[src/rtl/operand_sel_pipe_if.sv]
// ---------------------------------------------------------------------------
// operand_sel_pipe_if
// Purpose : bundles the producer and consumer handshake signals of
//           operand_sel_pipe into one interface.
// Ports   : in_bus/sel/in_valid/in_ready  - producer side (capture channel)
//           out_data/out_sel/out_valid/out_ready - consumer side (queue head)
//           err/clr_err - sticky out-of-range flag and its clear, present
//           only when OPSEL_ERR_EN is defined
// Modports: master - the agent that drives in_* and out_ready (producer and
//                    consumer environment)
//           slave  - the operand_sel_pipe block itself
// Config  : `OPSEL_ERR_EN adds err/clr_err.
// ---------------------------------------------------------------------------
interface operand_sel_pipe_if #(
  parameter int WIDTH  = 16,
  parameter int NUM_IN = 4,
  parameter int SEL_W  = 2
);
  logic [NUM_IN*WIDTH-1:0] in_bus;
  logic [SEL_W-1:0]        sel;
  logic                    in_valid;
  logic                    in_ready;
  logic [WIDTH-1:0]        out_data;
  logic [SEL_W-1:0]        out_sel;
  logic                    out_valid;
  logic                    out_ready;
`ifdef OPSEL_ERR_EN
  logic                    err;
  logic                    clr_err;
`endif

`ifdef OPSEL_ERR_EN
  modport master (
    output in_bus, sel, in_valid, out_ready, clr_err,
    input  in_ready, out_data, out_sel, out_valid, err
  );
  modport slave (
    input  in_bus, sel, in_valid, out_ready, clr_err,
    output in_ready, out_data, out_sel, out_valid, err
  );
`else
  modport master (
    output in_bus, sel, in_valid, out_ready,
    input  in_ready, out_data, out_sel, out_valid
  );
  modport slave (
    input  in_bus, sel, in_valid, out_ready,
    output in_ready, out_data, out_sel, out_valid
  );
`endif
endinterface

[src/rtl/operand_sel_pipe.sv]
// ---------------------------------------------------------------------------
// operand_sel_pipe
// Purpose : selects one of NUM_IN operand channels at capture time and queues
//           the selected operand (with its raw select value) in a two-entry
//           elastic buffer: a head register feeding the output plus a skid
//           register that absorbs one extra entry while the consumer stalls.
// Ports   : clk  - single clock, rising edge
//           rst  - asynchronous active-high reset
//           bus  - operand_sel_pipe_if.slave
//                  in_bus/sel/in_valid/in_ready   producer handshake
//                  out_data/out_sel/out_valid/out_ready consumer handshake
//                  err/clr_err  (OPSEL_ERR_EN only) sticky out-of-range flag
// Config  : `OPSEL_ERR_EN - enables the sticky err flag that records any
//           accepted select value >= NUM_IN. Without it the out-of-range
//           behaviour (data 0, raw sel passed through) is unchanged.
// Params  : WIDTH (channel width), NUM_IN (2..16 channels), SEL_W with
//           2**SEL_W >= NUM_IN; the interface instance must use the same
//           parameter values.
// ---------------------------------------------------------------------------
module operand_sel_pipe #(
  parameter int WIDTH  = 16,
  parameter int NUM_IN = 4,
  parameter int SEL_W  = 2
) (
  input  logic                 clk,
  input  logic                 rst,
  operand_sel_pipe_if.slave    bus
);

  // Occupancy of the two-entry buffer.
  typedef enum logic [1:0] {
    ST_EMPTY = 2'd0,
    ST_ONE   = 2'd1,
    ST_FULL  = 2'd2
  } state_e;

  // Channel multiplexer; any select outside 0..NUM_IN-1 yields zero data.
  function automatic logic [WIDTH-1:0] pick_channel(
    input logic [NUM_IN*WIDTH-1:0] bus_v,
    input logic [SEL_W-1:0]        s
  );
    logic [WIDTH-1:0] r;
    r = {WIDTH{1'b0}};
    for (int k = 0; k < NUM_IN; k++) begin
      r = (int'(s) == k) ? bus_v[k*WIDTH +: WIDTH] : r;
    end
    return r;
  endfunction

  // True when the select value addresses a channel that does not exist.
  function automatic logic sel_out_of_range(input logic [SEL_W-1:0] s);
    return (int'(s) >= NUM_IN);
  endfunction

  state_e           state_q,     state_d;
  logic [WIDTH-1:0] head_data_q, head_data_d;
  logic [SEL_W-1:0] head_sel_q,  head_sel_d;
  logic [WIDTH-1:0] skid_data_q, skid_data_d;
  logic [SEL_W-1:0] skid_sel_q,  skid_sel_d;
  logic             in_ready_q,  in_ready_d;
  logic             out_valid_q, out_valid_d;

  logic             accept_s;
  logic             pop_s;
  logic [WIDTH-1:0] cap_data_s;

  // Handshakes use only registered ready/valid, so neither depends on the
  // other side's input in the same cycle.
  assign accept_s   = bus.in_valid & in_ready_q;
  assign pop_s      = out_valid_q & bus.out_ready;
  assign cap_data_s = pick_channel(bus.in_bus, bus.sel);

  // Next-state, buffer-load and registered-flag computation.
  always_comb begin
    state_d     = state_q;
    head_data_d = head_data_q;
    head_sel_d  = head_sel_q;
    skid_data_d = skid_data_q;
    skid_sel_d  = skid_sel_q;

    case (state_q)
      ST_EMPTY: begin
        if (accept_s) begin
          state_d     = ST_ONE;
          head_data_d = cap_data_s;
          head_sel_d  = bus.sel;
        end else begin
          state_d     = ST_EMPTY;
        end
      end
      ST_ONE: begin
        if (accept_s && !pop_s) begin
          // Consumer is stalling: park the new entry behind the head.
          state_d     = ST_FULL;
          skid_data_d = cap_data_s;
          skid_sel_d  = bus.sel;
        end else if (pop_s && !accept_s) begin
          state_d     = ST_EMPTY;
        end else if (accept_s && pop_s) begin
          // Streaming case: head is replaced in place, skid stays unused.
          state_d     = ST_ONE;
          head_data_d = cap_data_s;
          head_sel_d  = bus.sel;
        end else begin
          state_d     = ST_ONE;
        end
      end
      ST_FULL: begin
        // in_ready is low here, so only a pop can change occupancy.
        if (pop_s) begin
          state_d     = ST_ONE;
          head_data_d = skid_data_q;
          head_sel_d  = skid_sel_q;
        end else begin
          state_d     = ST_FULL;
        end
      end
      default: begin
        state_d     = ST_EMPTY;
      end
    endcase

    // Flags follow the next state so they are plain flops at the ports.
    in_ready_d  = (state_d != ST_FULL);
    out_valid_d = (state_d != ST_EMPTY);
  end

  // State, buffer and handshake flag registers.
  always_ff @(posedge clk or posedge rst) begin
    if (rst) begin
      state_q     <= ST_EMPTY;
      head_data_q <= {WIDTH{1'b0}};
      head_sel_q  <= {SEL_W{1'b0}};
      skid_data_q <= {WIDTH{1'b0}};
      skid_sel_q  <= {SEL_W{1'b0}};
      in_ready_q  <= 1'b1;
      out_valid_q <= 1'b0;
    end else begin
      state_q     <= state_d;
      head_data_q <= head_data_d;
      head_sel_q  <= head_sel_d;
      skid_data_q <= skid_data_d;
      skid_sel_q  <= skid_sel_d;
      in_ready_q  <= in_ready_d;
      out_valid_q <= out_valid_d;
    end
  end

  assign bus.in_ready  = in_ready_q;
  assign bus.out_valid = out_valid_q;
  assign bus.out_data  = head_data_q;
  assign bus.out_sel   = head_sel_q;

`ifdef OPSEL_ERR_EN
  logic err_q, err_d;

  // Sticky error: a new out-of-range accept wins over a same-cycle clear.
  always_comb begin
    if (accept_s && sel_out_of_range(bus.sel)) begin
      err_d = 1'b1;
    end else if (bus.clr_err) begin
      err_d = 1'b0;
    end else begin
      err_d = err_q;
    end
  end

  // Error flag register.
  always_ff @(posedge clk or posedge rst) begin
    if (rst) begin
      err_q <= 1'b0;
    end else begin
      err_q <= err_d;
    end
  end

  assign bus.err = err_q;
`endif

endmodule

[src/flat_wrapper.sv]
// flat-port wrapper written by rule: the top's interface ports become plain ports
module operand_sel_pipe_flat 
#(
  parameter int WIDTH  = 16,
  parameter int NUM_IN = 4,
  parameter int SEL_W  = 2
)
  (clk, rst, bus_in_bus, bus_sel, bus_in_valid, bus_out_ready, bus_in_ready, bus_out_data, bus_out_sel, bus_out_valid);
  operand_sel_pipe_if #(.WIDTH(WIDTH), .NUM_IN(NUM_IN), .SEL_W(SEL_W)) bus_i ();
  input  logic clk;
  input  logic rst;
  input wire logic [$bits(bus_i.in_bus)-1:0] bus_in_bus;
  input wire logic [$bits(bus_i.sel)-1:0] bus_sel;
  input wire logic [$bits(bus_i.in_valid)-1:0] bus_in_valid;
  input wire logic [$bits(bus_i.out_ready)-1:0] bus_out_ready;
  output wire logic [$bits(bus_i.in_ready)-1:0] bus_in_ready;
  output wire logic [$bits(bus_i.out_data)-1:0] bus_out_data;
  output wire logic [$bits(bus_i.out_sel)-1:0] bus_out_sel;
  output wire logic [$bits(bus_i.out_valid)-1:0] bus_out_valid;
  assign bus_i.in_bus = bus_in_bus;
  assign bus_i.sel = bus_sel;
  assign bus_i.in_valid = bus_in_valid;
  assign bus_i.out_ready = bus_out_ready;
  assign bus_in_ready = bus_i.in_ready;
  assign bus_out_data = bus_i.out_data;
  assign bus_out_sel = bus_i.out_sel;
  assign bus_out_valid = bus_i.out_valid;
  operand_sel_pipe #(.WIDTH(WIDTH), .NUM_IN(NUM_IN), .SEL_W(SEL_W)) u_core (.clk(clk), .rst(rst), .bus(bus_i));
endmodule
[config.mk]
export PLATFORM = sky130hd
export DESIGN_NAME = operand_sel_pipe_flat
export DESIGN_NICKNAME = d
export VERILOG_FILES = /design/src/rtl/operand_sel_pipe_if.sv /design/src/rtl/operand_sel_pipe.sv /design/src/flat_wrapper.sv
export SDC_FILE = /design/constraint.sdc
export NUM_CORES = 1
export LEC_CHECK = 0
export ABC_CLOCK_PERIOD_IN_PS = 2200
export BUFFER_PORTS_ARGS = -buffer_cell sky130_fd_sc_hd__buf_2
export CORE_ASPECT_RATIO = 0.8
export CORE_MARGIN = 3
export CORE_UTILIZATION = 50
export CTS_BUF_LIST = sky130_fd_sc_hd__clkbuf_2 sky130_fd_sc_hd__clkbuf_4 sky130_fd_sc_hd__clkbuf_8
export CTS_CLUSTER_SIZE = 12
export DETAILED_ROUTE_END_ITERATION = 10
export MAX_ROUTING_LAYER = met4
export PLACE_DENSITY = 0.81
export SETUP_SLACK_MARGIN = 0.3
export SLEW_MARGIN = 30
export SYNTH_ARGS = -nofsm -noshare
export SYNTH_HDL_FRONTEND = slang
export SYNTH_SLANG_ARGS = --single-unit
[constraint.sdc]
create_clock -name clk -period 2.2 [get_ports clk]
set_input_delay 0.22 -clock clk [delete_from_list [all_inputs] [get_ports clk]]
set_output_delay 0.22 -clock clk [all_outputs]
set_load 0.02 [all_outputs]
==> results of run 1 <==
[placed cells by master, fill, tap and decap left out, drive strengths merged]
cell	netlist	routed
buf	14	93
mux2i	49	49
dfrtp	39	39
mux2	36	36
nor2	17	17
a221oi	16	16
nand2	9	9
clkbuf	1	8
a21o	2	2
inv	2	2
and2	2	2
and2b	1	1
nand2b	1	1
nand3b	1	1
o21a	1	1
or2	1	1
a21oi	1	1
o21ai	1	1
dfstp	1	1
[cell families after synthesis]
| family | after synthesis |
|---|---|
| mux | 85 |
| flops | 40 |
| simple gates | 32 |
| compound gates | 21 |
| buf+inv | 17 |
[through the flow]
stage,power (mW),utilization,instances,area [sq um],setup WS [ns]
after floorplan,2.65,-,195,2440,0.531
after global placement,2.98,0.622,333,2890,0.522
after detailed placement,3.06,0.622,333,2890,0.404
after CTS,3.58,0.643,341,2990,0.404
after global routing,3.78,0.643,341,2990,0.323
final,3.55,0.643,341,2990,0.417
[power breakdown]
group          leakage [nW]  switching, mW  total (mW)  internal, mW
combinational          1.01          0.837        1.68         0.848
sequential            0.466          0.222        1.35          1.13
clock                0.0523          0.238       0.518         0.280
total                  1.53           1.30        3.55          2.25
[area by class of cell]
cell class / count / area, sq um
clock buffers: 8 / 97.6
fillers: 373 / 1660
inverters: 2 / 7.51
multi-input cells: 138 / 1320
flip-flops and latches: 40 / 1000
well taps: 60 / 75.1
repair buffers: 93 / 488
[worst min-delay path, stage by stage]
cell and delay, ns:
buf_2 0.09, inv_1 0.04, buf_4 0.42
[flip-flops by register name (all words and copies together) (netlist names)]
name and cells:
u_core.bus.out_sel 2, u_core.state_q 2, u_core.bus.in_ready 1, u_core.bus.out_data 16, u_core.bus.out_valid 1, u_core.skid_sel_q 2
u_core.skid_data_q 16
[how the worst max path moves through the flow]
stage	cells after the start	slack, ns	from	to
after floorplan	6	0.53	u_core.bus.in_ready	u_core.bus.out_data[0]
after global placement	5	0.52	u_core.state_q[1]	u_core.bus.out_data[8]
after detailed placement	5	0.40	u_core.state_q[1]	u_core.bus.out_data[8]
after CTS	5	0.40	u_core.state_q[0]	u_core.bus.out_data[8]
after global routing	5	0.32	u_core.state_q[0]	u_core.bus.out_data[8]
final	5	0.42	u_core.state_q[0]	u_core.bus.out_data[8]
[layer usage]
metal / global-route usage / up-vias
met2: 0.338 / 57
met5: - / -
met1: 0.227 / 907
li1: - / 886
met3: 0.0463 / 5
met4: 0.0562 / 0
==> flow_metrics.py, run 1 <==
metrics = {
    "synth": {
        "synth_warnings": 0,
        "synthTopCellsByArea": "dfrtp_1 (40%), mux2i_1 (20%), mux2_2 (12%)",
        "synth-seq-area-share": 0.410,
        "synth-xor-area-share": 0,
        "synth_top_area_share": 0.399,
        "synth_seq_cells": 40,
        "synth_cells": 195,
        "synth_most_common_cell": "mux2i_1",
        "synth_adder_area_share": 0,
        "synth_top_family_by_area": "multiplexers",
        "synthArstFlopShare": 1.00,
        "synth_mux_area_frac": 0.377,
        "synth-edff-count": 0,
        "synthTopCellsByCount": "mux2i_1 (49), dfrtp_1 (39), mux2_2 (27), nor2_1 (16)",
        "synthesis.nets": 265,
        "synthSimpleGateAreaFrac": 0.0686,
        "synthFlopType": "dfrtp_1",
        "synth_compound_area_frac": 0.0937,
        "yosysTopAreaCell": "dfrtp_1",
        "syn_area_per_cell_sq_um": 12.5,
        "synth.distinct_cells": 27,
        "syn-cell-area_sq_mm": 0.00244,
    },
    "drt": {
        "wl_met1_um": 2300,
        "top_layer_used": "met4",
        "routed_wl_um": 5320,
        "via_per_inst": 5.44,
        "met2_length_um": 2620,
        "drtAntennaViolNets": 0,
        "routed-via-count": 1855,
        "avgRoutedWirePerCell_um": 15.6,
        "dr_wl_met3_um": 357,
        "route.detailed.drc": 0,
        "drtIter0Drc": 75,
        "dr.pass1.iters": 4,
    },
    "place": {
        "dp_hpwl_um": 3870,
        "io_buffer_count": 89,
        "gp_congestion": 0.696,
    },
    "critical_path": {
        "reg2reg_from": "u_core.state_q[0]",
        "reg2regPathDepth": 5,
        "r2r_end": "u_core.bus.out_data[8]",
        "critPathKind": "flip-flop to flip-flop",
        "cp-end-kind": "flip-flop",
        "rrSetupSlack_ns": 0.42,
        "required_ns": 2.36,
        "arrival_ns": 1.95,
        "cp_top_family": "flip-flops",
        "path_cells": "nand2b_4 -> a21o_1 -> o21a_1 -> buf_4 -> mux2_2",
        "cp-start-kind": "flip-flop",
        "crit_fanout": 20,
        "crit_buf_inv": 1,
        "slowest_stage": "dfrtp_1",
        "max_stage_delay_ns": 0.40,
    },
    "sta": {
        "fin_crit_ns": 1.78,
        "fin_setup_tns_ns": 0,
        "rsz0062_at_grt": "false",
        "maxSlewViolCount": 0,
        "finalCritPeriodShare": 0.811,
        "tightest_slew_ns": 0.540,
        "hold_viol": 0,
        "holdWs_ns": 0.0398,
        "fin_skew_ns": 0.00916,
        "max_freq_mhz": 561,
        "setup_violations": 0,
        "relSlewSlack": 0.639,
    },
    "clock_tree": {
        "clk_pin_slew_ns": 0.08,
        "htreeDepth": 2,
        "cts_resized": 0,
        "cts_buffer_depth": 2,
        "clock_latency_ns": 0.29,
        "clkSinkCount": 40,
        "cts_tree": "done",
        "hold_buffers": 0,
        "cts_setup_buffers": 0,
        "ctsRootBufferMaster": "clkbuf_8",
        "cts_buffers": 5,
    },
    "layout": {
        "diodes": 0,
        "fin_nets": 350,
        "areaGrowthSynthToFinish_pct": 22.3,
        "layout-drive-gt1-share": 0.534,
    },
    "status": {
        "outcome": "finished, final reports clean",
    },
    "floorplanning": {
        "initial_core_util": 0.526,
        "die_h_um": 68.5,
        "die_area_sq_mm": 0.00577,
        "core.rowCount": 22,
        "coreArea_sq_mm": 0.00465,
        "die_w_um": 84.2,
        "io_pins": 90,
    },
    "flow_run": {
        "drv_cap": 0,
    },
    "global_routing": {
        "grt_pass1_vias": 1938,
        "grt.overflow.total": 0,
        "antenna_found_initial": 0,
        "grt_pass1_wl_um": 8680,
        "grt_use_total": 0.193,
        "grt_max_degree": 41,
    },
    "power_and_ir_drop": {
        "p_leak_nw": 1.53,
        "ir_worst_vdd_v": 0.000569,
        "p_per_area_mw_per_mm2": 1190,
    },
    "min_path": {
        "hold_path_class": "primary input to async pin",
    },
}
Note: power is estimated with default switching activity, not from simulation.
==> run 2: changes to the inputs <==
--- a/config.mk
+++ b/config.mk
@@ -5,16 +5,17 @@
 export SDC_FILE = /design/constraint.sdc
 export NUM_CORES = 1
 export LEC_CHECK = 0
-export ABC_CLOCK_PERIOD_IN_PS = 2200
+export ABC_AREA = 1
+export ABC_CLOCK_PERIOD_IN_PS = 1500
 export BUFFER_PORTS_ARGS = -buffer_cell sky130_fd_sc_hd__buf_2
 export CORE_ASPECT_RATIO = 0.8
 export CORE_MARGIN = 3
-export CORE_UTILIZATION = 50
+export CORE_UTILIZATION = 45
 export CTS_BUF_LIST = sky130_fd_sc_hd__clkbuf_2 sky130_fd_sc_hd__clkbuf_4 sky130_fd_sc_hd__clkbuf_8
 export CTS_CLUSTER_SIZE = 12
 export DETAILED_ROUTE_END_ITERATION = 10
 export MAX_ROUTING_LAYER = met4
-export PLACE_DENSITY = 0.81
+export PLACE_DENSITY = 0.78
 export SETUP_SLACK_MARGIN = 0.3
 export SLEW_MARGIN = 30
 export SYNTH_ARGS = -nofsm -noshare
==> constraint.sdc (replaced) <==
create_clock -name clk -period 1.5 [get_ports clk]
set_input_delay 0.15 -clock clk [delete_from_list [all_inputs] [get_ports clk]]
set_output_delay 0.15 -clock clk [all_outputs]
set_load 0.02 [all_outputs]
==> flow_metrics.py, run 2 <==
metrics = {
    "status": {
        "outcome": "finished, final reports clean",
    },
    "synth": {
        "synthTopCellsByArea": "dfrtp_1 (43%), nand2_1 (22%), nand3_1 (8.2%)",
        "synth_seq_cells": 40,
        "synth.distinct_cells": 18,
        "synth_top_area_share": 0.433,
        "syn_area_per_cell_sq_um": 6.93,
        "synthTopCellsByCount": "nand2_1 (131), dfrtp_1 (39), nand3_1 (37), o21ai_0 (31), nor2_1 (17)",
        "syn-cell-area_sq_mm": 0.00225,
        "synth_warnings": 0,
        "synthesis.nets": 395,
        "yosysTopAreaCell": "dfrtp_1",
        "synthArstFlopShare": 1.00,
        "synthFlopType": "dfrtp_1",
        "synth_cells": 325,
        "synth-edff-count": 0,
        "synth_most_common_cell": "nand2_1",
        "synth-seq-area-share": 0.445,
    },
    "floorplanning": {
        "core.rowCount": 22,
        "io_pins": 90,
        "coreArea_sq_mm": 0.00471,
        "initial_core_util": 0.479,
        "die_w_um": 85.1,
        "die_h_um": 69.3,
        "die_area_sq_mm": 0.00590,
    },
    "critical_path": {
        "cp.depth": 7,
        "crit_fanout": 24,
        "crit_buf_inv": 2,
        "cp_top_family": "simple AND/OR/NAND/NOR gates",
        "reg2regPathDepth": 7,
        "path_common_cell": "nand2_1",
        "cp-start-kind": "flip-flop",
        "reg2reg_from": "u_core.state_q[0]",
        "path_cells": "inv_1 -> nand2_1 -> buf_6 -> nor2_1 -> a21oi_2 -> nand2_1 -> nand2_1",
        "critPathKind": "flip-flop to flip-flop",
        "slowest_stage": "dfrtp_1",
        "required_ns": 1.68,
        "max_stage_delay_ns": 0.38,
        "cp-end-kind": "flip-flop",
        "arrival_ns": 1.51,
        "rrSetupSlack_ns": 0.17,
        "r2r_end": "u_core.bus.out_data[14]",
    },
    "sta": {
        "max_freq_mhz": 750,
        "tightest_slew_ns": 0.484,
        "maxSlewViolCount": 0,
        "hold_viol": 0,
        "rsz0062_at_grt": "true",
        "holdWs_ns": 0.226,
        "fin_setup_tns_ns": 0,
        "setup_violations": 0,
        "finalCritPeriodShare": 0.889,
        "timing.final.ws_setup_ns": 0.166,
        "relSlewSlack": 0.678,
        "fin_skew_ns": 0.00959,
        "fin_crit_ns": 1.33,
    },
    "drt": {
        "routed-via-count": 2447,
        "drtAntennaViolNets": 0,
        "dr.pass1.iters": 5,
        "route.detailed.drc": 0,
        "avgRoutedWirePerCell_um": 13.2,
        "drtIter0Drc": 158,
        "routed_wl_um": 6350,
        "via_per_inst": 5.07,
    },
    "global_routing": {
        "met3_usage": 0.0428,
        "grt.busiest_layer": "met2",
        "grt_max_degree": 41,
        "grt_pass1_wl_um": 10100,
        "grt_use_met1": 0.312,
        "met2_usage": 0.316,
        "grt.overflow.total": 0,
        "grt_use_total": 0.219,
        "grt_pass1_vias": 2198,
        "antenna_found_initial": 0,
    },
    "power_and_ir_drop": {
        "power.internal_mw": 3.02,
        "p_seq_frac": 0.350,
        "p_leak_nw": 1.67,
        "p_per_area_mw_per_mm2": 1750,
        "power_switching_mw": 2.36,
        "switching_share": 0.439,
        "comb_power_share": 0.514,
        "p_clk_frac": 0.136,
        "power_mw": 5.38,
        "ir_worst_vdd_v": 0.00112,
    },
    "clock_tree": {
        "cts_buffer_depth": 2,
        "clk_pin_slew_ns": 0.08,
        "clkSinkCount": 40,
        "clock_latency_ns": 0.30,
        "cts_buffers": 5,
        "htreeDepth": 2,
        "cts_tree": "done",
        "ctsRootBufferMaster": "clkbuf_8",
    },
    "layout": {
        "multi_input_area_sq_mm": 0.00125,
        "fin_nets": 492,
        "areaGrowthSynthToFinish_pct": 36.5,
        "diodes": 0,
        "layout-drive-gt1-share": 0.345,
        "fill_cells": 415,
        "instances_no_fill": 483,
        "most-common-layout-cells": "nand2_1 (128), buf_2 (89), dfrtp_1 (39), nand3_1 (35), o21ai_0 (28)",
        "register_area_sq_mm": 0.00100,
        "final_common_cell": "nand2_1",
    },
    "place": {
        "dp_hpwl_um": 4700,
        "gp_congestion": 0.841,
        "dp_slack_ns": 0.142,
        "dpl.cell_count": 466,
        "io_buffer_count": 89,
    },
    "flow_run": {
        "drv_cap": 0,
    },
    "min_path": {
        "whs_path_depth": 4,
        "min_to": "u_core.state_q[1]",
        "min-delay-start": "bus_out_ready",
        "hold_path_class": "primary input to flip-flop",
    },
}
[run 2: cell types whose count changed after synthesis, moves of 15 or more]
cell	previous run	this run
nand2_1	9	131
mux2i_1	49	0
nand3_1	0	37
o21ai_0	1	31
mux2_2	27	0
a21oi_1	1	16
[run 2: final cells by class]
| cell class | instances | share of cell area |
|---|---|---|
| clock buffer | 6 | 0.0269 |
| clock inverter | 2 | 0.00325 |
| multi-input combinational | 260 | 0.408 |
| inverter | 10 | 0.0163 |
| timing repair buffer | 105 | 0.195 |
| tap | 60 | 0.0244 |
| sequential | 40 | 0.326 |
[run 2: layer usage]
metal | vias up | part of all wire
li1 | 1252 | -
met1 | 1074 | 0.47
met2 | 113 | 0.43
met3 | 8 | 0.091
met4 | 0 | 0.014
met5 | - | 0
[run 2: cell families after synthesis]
group / share of synthesized area
buffers and inverters: 0.0511
AO/OA/AOI/OAI: 0.115
AND/OR/NAND/NOR: 0.389
flip-flops: 0.445
[run 2: timing repair]
action,in CTS,in global routing
hold endpoints to repair,39,0
hold buffers,1,0
buffers inserted,5,1
pin swaps,8,8
gates resized for setup,17,14
endpoints found under the setup margin,37,41
cloned,2,0
[run 2: worst min-delay path: stages]
cell and delay (ns):
buf_2 0.10, nand2_2 0.09, nand2_1 0.08, nand2_1 0.06
[run 2: worst max-delay path by stage]
stage | startpoint | endpoint | slack [ns]
finish | u_core.state_q[0] | u_core.bus.out_data[14] | 0.17
global route | u_core.state_q[0] | u_core.bus.out_data[14] | 0.08
CTS | u_core.bus.in_ready | u_core.bus.out_data[14] | 0.21
detailed placement | u_core.bus.in_ready | u_core.bus.out_data[13] | 0.14
global placement | u_core.bus.in_ready | u_core.bus.out_data[13] | 0.18
floorplan | u_core.bus.in_ready | u_core.bus.out_data[0] | 0.14
[run 2: power by group through the flow]
stage	clock network [mW]	logic, mW	registers (mW)
after floorplan	0	1.36	2.17
after global placement	0	2.30	1.87
after detailed placement	0	2.35	1.89
after CTS	0.749	2.61	1.88
after global routing	0.807	3.06	1.94
final	0.730	2.77	1.89
[run 2: per-stage QoR]
step	utilization	cell area, sq um
global placement	0.595	2800
floorplan	-	2310
detailed placement	0.595	2800
global route	0.653	3080
finish	0.653	3080
CTS	0.641	3020
